$ cat src/rtl/wb_arbiter_2m.sv
// Two-master round-robin Wishbone B3 classic arbiter with stall watchdog.
// The owner keeps the bus for its whole cyc period; the idle state costs one bubble cycle.
module wb_arbiter_2m #(
  parameter int AW      = 32,
  parameter int DW      = 32,
  parameter int TIMEOUT = 255
) (
  input  logic            wb_clk_i,
  input  logic            wb_rst_i,
  input  logic [AW-1:0]   m0_adr_i,
  input  logic [DW-1:0]   m0_dat_i,
  input  logic [DW/8-1:0] m0_sel_i,
  input  logic            m0_we_i,
  input  logic            m0_cyc_i,
  input  logic            m0_stb_i,
  output logic [DW-1:0]   m0_dat_o,
  output logic            m0_ack_o,
  output logic            m0_err_o,
  input  logic [AW-1:0]   m1_adr_i,
  input  logic [DW-1:0]   m1_dat_i,
  input  logic [DW/8-1:0] m1_sel_i,
  input  logic            m1_we_i,
  input  logic            m1_cyc_i,
  input  logic            m1_stb_i,
  output logic [DW-1:0]   m1_dat_o,
  output logic            m1_ack_o,
  output logic            m1_err_o,
  output logic [AW-1:0]   s_adr_o,
  output logic [DW-1:0]   s_dat_o,
  output logic [DW/8-1:0] s_sel_o,
  output logic            s_we_o,
  output logic            s_cyc_o,
  output logic            s_stb_o,
  input  logic [DW-1:0]   s_dat_i,
  input  logic            s_ack_i,
  input  logic            s_err_i,
  output logic [1:0]      grant_o
);

  typedef enum logic [1:0] {
    IDLE = 2'b00,
    OWN0 = 2'b01,
    OWN1 = 2'b10
  } state_t;

  localparam logic [15:0] TO = 16'(TIMEOUT);
  localparam bit WD_ON = (TIMEOUT != 0);

  state_t      state, state_nx;
  logic        last, last_nx;
  logic [15:0] cnt, cnt_nx;
  logic        own_cyc, own_stb;
  logic        wd_err;
  logic        resp;

  assign resp = s_ack_i | s_err_i;

  always_comb begin
    own_cyc = 1'b0;
    own_stb = 1'b0;
    s_adr_o = '0;
    s_dat_o = '0;
    s_sel_o = '0;
    s_we_o  = 1'b0;
    unique case (1'b1)
      state == OWN0: begin
        own_cyc = m0_cyc_i;
        own_stb = m0_stb_i;
        s_adr_o = m0_adr_i;
        s_dat_o = m0_dat_i;
        s_sel_o = m0_sel_i;
        s_we_o  = m0_we_i;
      end
      state == OWN1: begin
        own_cyc = m1_cyc_i;
        own_stb = m1_stb_i;
        s_adr_o = m1_adr_i;
        s_dat_o = m1_dat_i;
        s_sel_o = m1_sel_i;
        s_we_o  = m1_we_i;
      end
      default: ;
    endcase
  end

  // A slave response in the same cycle always beats the watchdog.
  assign wd_err = WD_ON && own_cyc && own_stb
                  && (cnt == TO) && !resp;

  assign s_cyc_o = own_cyc & ~wd_err;
  assign s_stb_o = own_stb & ~wd_err;

  assign m0_dat_o = s_dat_i;
  assign m1_dat_o = s_dat_i;
  assign m0_ack_o = (state == OWN0) & s_ack_i;
  assign m1_ack_o = (state == OWN1) & s_ack_i;
  assign m0_err_o = (state == OWN0) & (s_err_i | wd_err);
  assign m1_err_o = (state == OWN1) & (s_err_i | wd_err);
  assign grant_o  = state;

  always_comb begin
    state_nx = state;
    last_nx  = last;
    unique case (state)
      IDLE: begin
        if (m0_cyc_i && (!m1_cyc_i || last))
          state_nx = OWN0;
        else if (m1_cyc_i)
          state_nx = OWN1;
      end
      OWN0: begin
        if (!m0_cyc_i) begin
          state_nx = IDLE;
          last_nx  = 1'b0;
        end
      end
      OWN1: begin
        if (!m1_cyc_i) begin
          state_nx = IDLE;
          last_nx  = 1'b1;
        end
      end
      default: state_nx = IDLE;
    endcase
  end

  always_comb begin
    cnt_nx = '0;
    if (WD_ON && !wd_err && own_cyc && own_stb && !resp)
      cnt_nx = cnt + 16'd1;
  end

  always_ff @(posedge wb_clk_i) begin
    if (wb_rst_i) begin
      state <= IDLE;
      last  <= 1'b1;
      cnt   <= '0;
    end else begin
      state <= state_nx;
      last  <= last_nx;
      cnt   <= cnt_nx;
    end
  end

endmodule

$ cat config.mk
export PLATFORM = sky130hd
export DESIGN_NAME = wb_arbiter_2m
export DESIGN_NICKNAME = d
export VERILOG_FILES = /design/src/rtl/wb_arbiter_2m.sv
export SDC_FILE = /design/constraint.sdc
export NUM_CORES = 1
export LEC_CHECK = 0
export BUFFER_PORTS_ARGS = -buffer_cell sky130_fd_sc_hd__buf_2
export CAP_MARGIN = 20
export CORE_AREA = 2 2 125 127
export CTS_CLUSTER_SIZE = 25
export DETAILED_ROUTE_END_ITERATION = 16
export DIE_AREA = 0 0 127 129
export HOLD_SLACK_MARGIN = 0.03
export PLACE_DENSITY = 0.58
export SYNTH_ARGS = -nofsm -noshare
export SYNTH_HDL_FRONTEND = slang
export SYNTH_SLANG_ARGS = --single-unit
$ cat constraint.sdc
create_clock -name wb_clk_i -period 2.05 [get_ports wb_clk_i]
set_input_delay 0.5125 -clock wb_clk_i [delete_from_list [all_inputs] [get_ports wb_clk_i]]
set_output_delay 0.5125 -clock wb_clk_i [all_outputs]
set_load 0.01 [all_outputs]
# After elaboration in Yosys (flattened, before gate mapping)
# Cells that the tools add are included.
# Widths: inputs -> output; s select.
[classes]
n_bitwise = 10
add_sub_neg = 1
n_eq_ne = 6
reduce_logical = 16
n_mux = 14
[op_table]
columns = ["operator", "n"]
rows = [
  ["$pmux 32 s2", 2],
  ["$add 16x1->16 const B", 1],
  ["$eq 16x8->1 const B", 1],
  ["$mux 2", 4],
  ["$pmux 1 s2", 4],
  ["$pmux 4 s2", 1],
  ["$logic_and 1x1->1", 7],
  ["$and 1x1->1", 6],
  ["$pmux 2 s3", 1],
  ["$reduce_and 3->1", 2],
  ["$ne 2x2->1 const B", 2],
  ["$logic_not 1->1", 3],
  ["$ne 3x3->1 const B", 1],
  ["$eq 2x1->1 const B", 1],
  ["$eq 2x2->1 const B", 1],
  ["$logic_not 2->1", 1],
  ["$mux 1", 2],
  ["$not 1->1", 2],
  ["$or 1x1->1", 2],
  ["$reduce_bool 2->1", 1],
  ["$reduce_or 2->1", 1],
  ["$logic_or 1x1->1", 1],
]
[word_totals]
elab_cells = 50
output_inout_bits = 141
in_bits = 178
ff_bits = 19

# Depth between registers and ports, before layout
[logic_depth]
ltp_word = 11
depth_mapped = 6
mapped_depth_nobuf = 6

# Worst setup path after synthesis
# No wires, ideal clock.
[synth_path]
path_type = "reg2out"
startpoint = "register state[0], in the netlist grant_o[0]"
endpoint = "output port m0_err_o"
t_required_ns = 1.537
path_buffers = 1
path_stages_with_launch = 7
setup_slack_ns = 0.040
t_arrival_ns = 1.498
cell_sequence = "dfxtp_1 inv_1 ha_1 buf_2 nand4_1 nor3_2 o21a_1"
[synth_via]
elab_chain_cells = 7
word_cells_on_any_way = 9
cone_classes = "2 x eq/ne; 2 x mux; 2 x bitwise; 3 x reduce/logical"
[synth_rtl]
columns = ["item", "line", "source"]
rows = [
  ["from (decl)", "49", "state_t state, state_nx;"],
  ["from (signal assigned)", "139", "state <= state_nx;"],
  ["$eq 2x2->1 / $eq 2x1->1 (equally long branches)", "74, 66, 97", ""],
  ["$pmux 1 s2", "65", "unique case (1'b1)"],
  ["$logic_and 1x1->1", "87", "assign wd_err = WD_ON && own_cyc && own_stb"],
  ["$logic_and 1x1->1 (2 in a row)", "88", "&& (cnt == TO) && !resp;"],
  ["$or 1x1->1", "97", "assign m0_err_o = (state == OWN0) & (s_err_i | wd_err);"],
  ["$and 1x1->1 *", "97", ""],
  ["to (decl)", "18", "output logic m0_err_o,"],
]
# Every way passes the cells marked *; elsewhere a longest branch is shown, timed or not.

# Final worst setup path
[layout_path]
startpoint = "register state[1], in the netlist grant_o[1]"
endpoint = "output port m0_err_o"
# Same word-level chain as after synthesis.

==> flow_metrics.py <==
metrics = {
    "floorplan": {
        "row_count": 45,
        "io_pins": 319,
        "coreArea_um2": 14980,
        "die_w_um": 127,
        "die_y_um": 129,
        "initial_core_util_pct": 17.01,
        "die-area_um2": 16380,
    },
    "logic_synthesis": {
        "syn_inst": 343,
        "synth_xor_area_share_pct": 4.126,
        "synth_seq_cells": 19,
        "synth_area_per_cell_um2": 7.427,
        "yosys_warnings": 0,
        "synthesis.area_um2": 2547,
        "synth.distinct_cells": 34,
        "synth_fa_ha_area_share_pct": 1.965,
        "synth-compound-area-share_pct": 25.15,
        "ys_seq_area_share_pct": 14.93,
        "synth_top_family_by_area": "simple AND/OR/NAND/NOR gates",
        "synthMuxAreaShare_pct": 0,
        "syn_nets": 525,
        "synth-simple-area-share_pct": 30.30,
    },
    "place": {
        "dp_hpwl_um": 8228,
        "io_buffers": 222,
        "pre_cts_ws_ns": -0.04556,
        "gp_congestion": 0.7785,
        "dpl_cell_area_um2": 3506,
    },
    "timing": {
        "fin_crit_sh_pct": 105.8,
        "slew_headroom_pct": 66.84,
        "layout_min_cycle_time_ns": 2.170,
        "hold_viol": 0,
        "setup_viol": 55,
        "rsz0062_at_grt": "true",
        "holdWs_ns": 0.4967,
        "max_freq_mhz": 460.8,
        "worst_slack_ns": -0.1199,
        "worstMarginPinSlew_ns": 0.4960,
        "slew_viol_final": 0,
        "fin_skew_ns": 0.006773,
        "finalSetupTns_ns": -3.336,
    },
    "worst_setup_path": {
        "cp-end-kind": "output pin",
        "worstPathArrival_ns": 1.66,
        "cp_data_required_time_ns": 1.54,
        "critPathLaunchType": "register",
        "path_max_fanout": 4,
        "path_class": "register to output pin",
    },
    "clock_tree": {
        "cts_tree": "yes",
        "clkSinkCount": 19,
        "cts_made_buffers": 3,
        "clk_latency_ns": 0.26,
        "cts_max_level": 1,
        "clk_path_buf_depth": 2,
        "cts-root-buf": "clkbuf_16",
        "path_clk_slew_ns": 0.05,
        "postCtsHoldBufs": 0,
    },
    "global_route": {
        "grt_pass1_wl_um": 15060,
        "grt_pass1_vias": 2799,
        "antenna_found_initial": 1,
        "grt_overflow": 0,
        "grt_max_degree": 48,
        "grtUsageTotal_pct": 11.61,
    },
    "routing": {
        "drt_iter0_markers": 139,
        "dr_total_vias": 3155,
        "dr.pass1.iters": 4,
        "wl_um": 11750,
        "drt-wirelength-per-cell_um": 16.57,
        "drc_errors": 0,
        "viasPerCell": 4.450,
        "antenna_left": 0,
    },
    "power_and_ir_drop": {
        "power_density_nw_per_um2": 461.8,
        "power_leakage_uw": 0.001848,
        "total_power_uw": 1957,
        "ir_worst_vdd_v": 0.0002074,
    },
    "cells_and_area": {
        "syn_to_final_growth_pct": 66.40,
        "stdcell_area_um2": 4239,
        "fin_nets": 703,
        "drive_above_1_share_pct": 62.31,
        "nFillCells": 1652,
    },
    "job": {
        "maxCapViolations": 0,
    },
    "worst_hold_path": {
        "hold_path.class": "input port to register",
    },
    "outcome": {
        "violations": "negative setup slack",
        "status": "finished, violations left",
    },
}
sequential cells by signal, indices dropped and copies added (netlist names):
name     flops
cnt         16
grant_o      2
last         1
per-layer routing:
metal | track usage (%) | routed length (um) | up-vias | part of all wire [%]
met2 | 19.58 | 5629 | 184 | 48
met4 | 2.521 | 87 | 0 | 0.74
li1 | - | - | 1511 | -
met1 | 14.74 | 4964 | 1444 | 42
met5 | 0 | 0 | - | 0
met3 | 3.410 | 1067 | 16 | 9.1
placed cells by master (no fill, tap or decap), types with 3 or more instances in the layout:
cell	count
ha_4	3
nand3_1	4
nor4_1	6
a21oi_1	5
buf_4	21
nor2_1	18
nor3_1	5
nand4_4	3
clkbuf_16	8
a22oi_1	28
inv_1	5
xnor2_1	8
buf_12	5
a22oi_2	42
nand4_1	4
nor2b_1	70
buf_6	3
xor2_1	4
buf_2	221
buf_16	4
nand2_1	9
dfxtp_1	16
worst paths after layout:
path,endpoint,start,depth (start not counted),slack [ns]
min reg2reg,cnt[0]$_SDFF_PP0_,cnt[0]$_SDFF_PP0_,2,0.52
max,m0_err_o,grant_o[1]$_SDFFE_PP0P_,6,-0.12
min,grant_o[0]$_SDFFE_PP0P_,wb_rst_i,2,0.50
max reg2reg,last$_SDFFE_PP1P_,grant_o[0]$_SDFFE_PP0P_,8,0.22
cells by family after synthesis:
kind of cell    Yosys count
simple gates            127
fa+ha+maj                 4
compound gates           86
buf+inv                  95
flops                    19
xor+xnor                 12
synth_stat cells (all sizes together):
cell type / count / area [um^2]
nand4: 7 / 88.83
o21a: 2 / 15.01
o21ai: 2 / 10.01
xnor2: 8 / 70.07
dfxtp: 19 / 380.4
a22oi: 70 / 525.5
or3: 1 / 6.260
nor4: 7 / 43.79
o22ai: 1 / 6.260
inv: 7 / 26.28
o2111ai: 1 / 8.760
clkbuf: 21 / 78.83
and2: 2 / 12.51
o311ai: 1 / 8.760
a221o: 1 / 10.01
a21oi: 5 / 25.02
o211ai: 1 / 12.51
nor3: 6 / 35.03
xor2: 4 / 35.03
nor2: 18 / 67.56
nor2b: 70 / 437.9
a22o: 2 / 18.77
buf: 67 / 494.2
nand2: 9 / 33.78
ha: 4 / 50.05
or2: 1 / 6.260
and4: 2 / 20.02
nand3: 4 / 20.02
critical path, cell delays in order, from the launching register on:
cell and delay, ns:
dfxtp_4 0.38, inv_4 0.06, ha_4 0.31, nand4_1 0.17
nor3_4 0.22, o21a_1 0.15, buf_2 0.12
report_power, final:
| part | switching, uW | internal, uW |
|---|---|---|
| clock network | 149 | 264 |
| registers | 9.52 | 378 |
| logic | 553 | 605 |
| total | 711 | 1250 |
layout make-up:
cell class	count	area, um^2	area share (%)
Antenna cell	1	2.502	0.05903
Clock buffer	3	75.07	1.771
Clock inverter	1	7.507	0.1771
Inverter	7	31.28	0.7379
Multi-Input combinational cell	229	1836	43.30
Sequential cell	19	389.1	9.179
Tap cell	188	235.2	5.549
Timing Repair Buffer	261	1663	39.23
through the flow:
stage / util [%] / std cells
after detailed placement: 23.41 / 687
after global routing: 28.30 / 709
final: 28.30 / 709
after CTS: 25.86 / 697
after global placement: 23.41 / 687
after floorplan: - / 343
what timing repair did:
action	CTS	global route
setup endpoints to repair	74	73
endpoints found under the hold margin	0	0
pin swaps	9	9
gates cloned	3	8
resized for setup	44	38
buffers inserted	4	3
(Power assumes the default switching activity.)
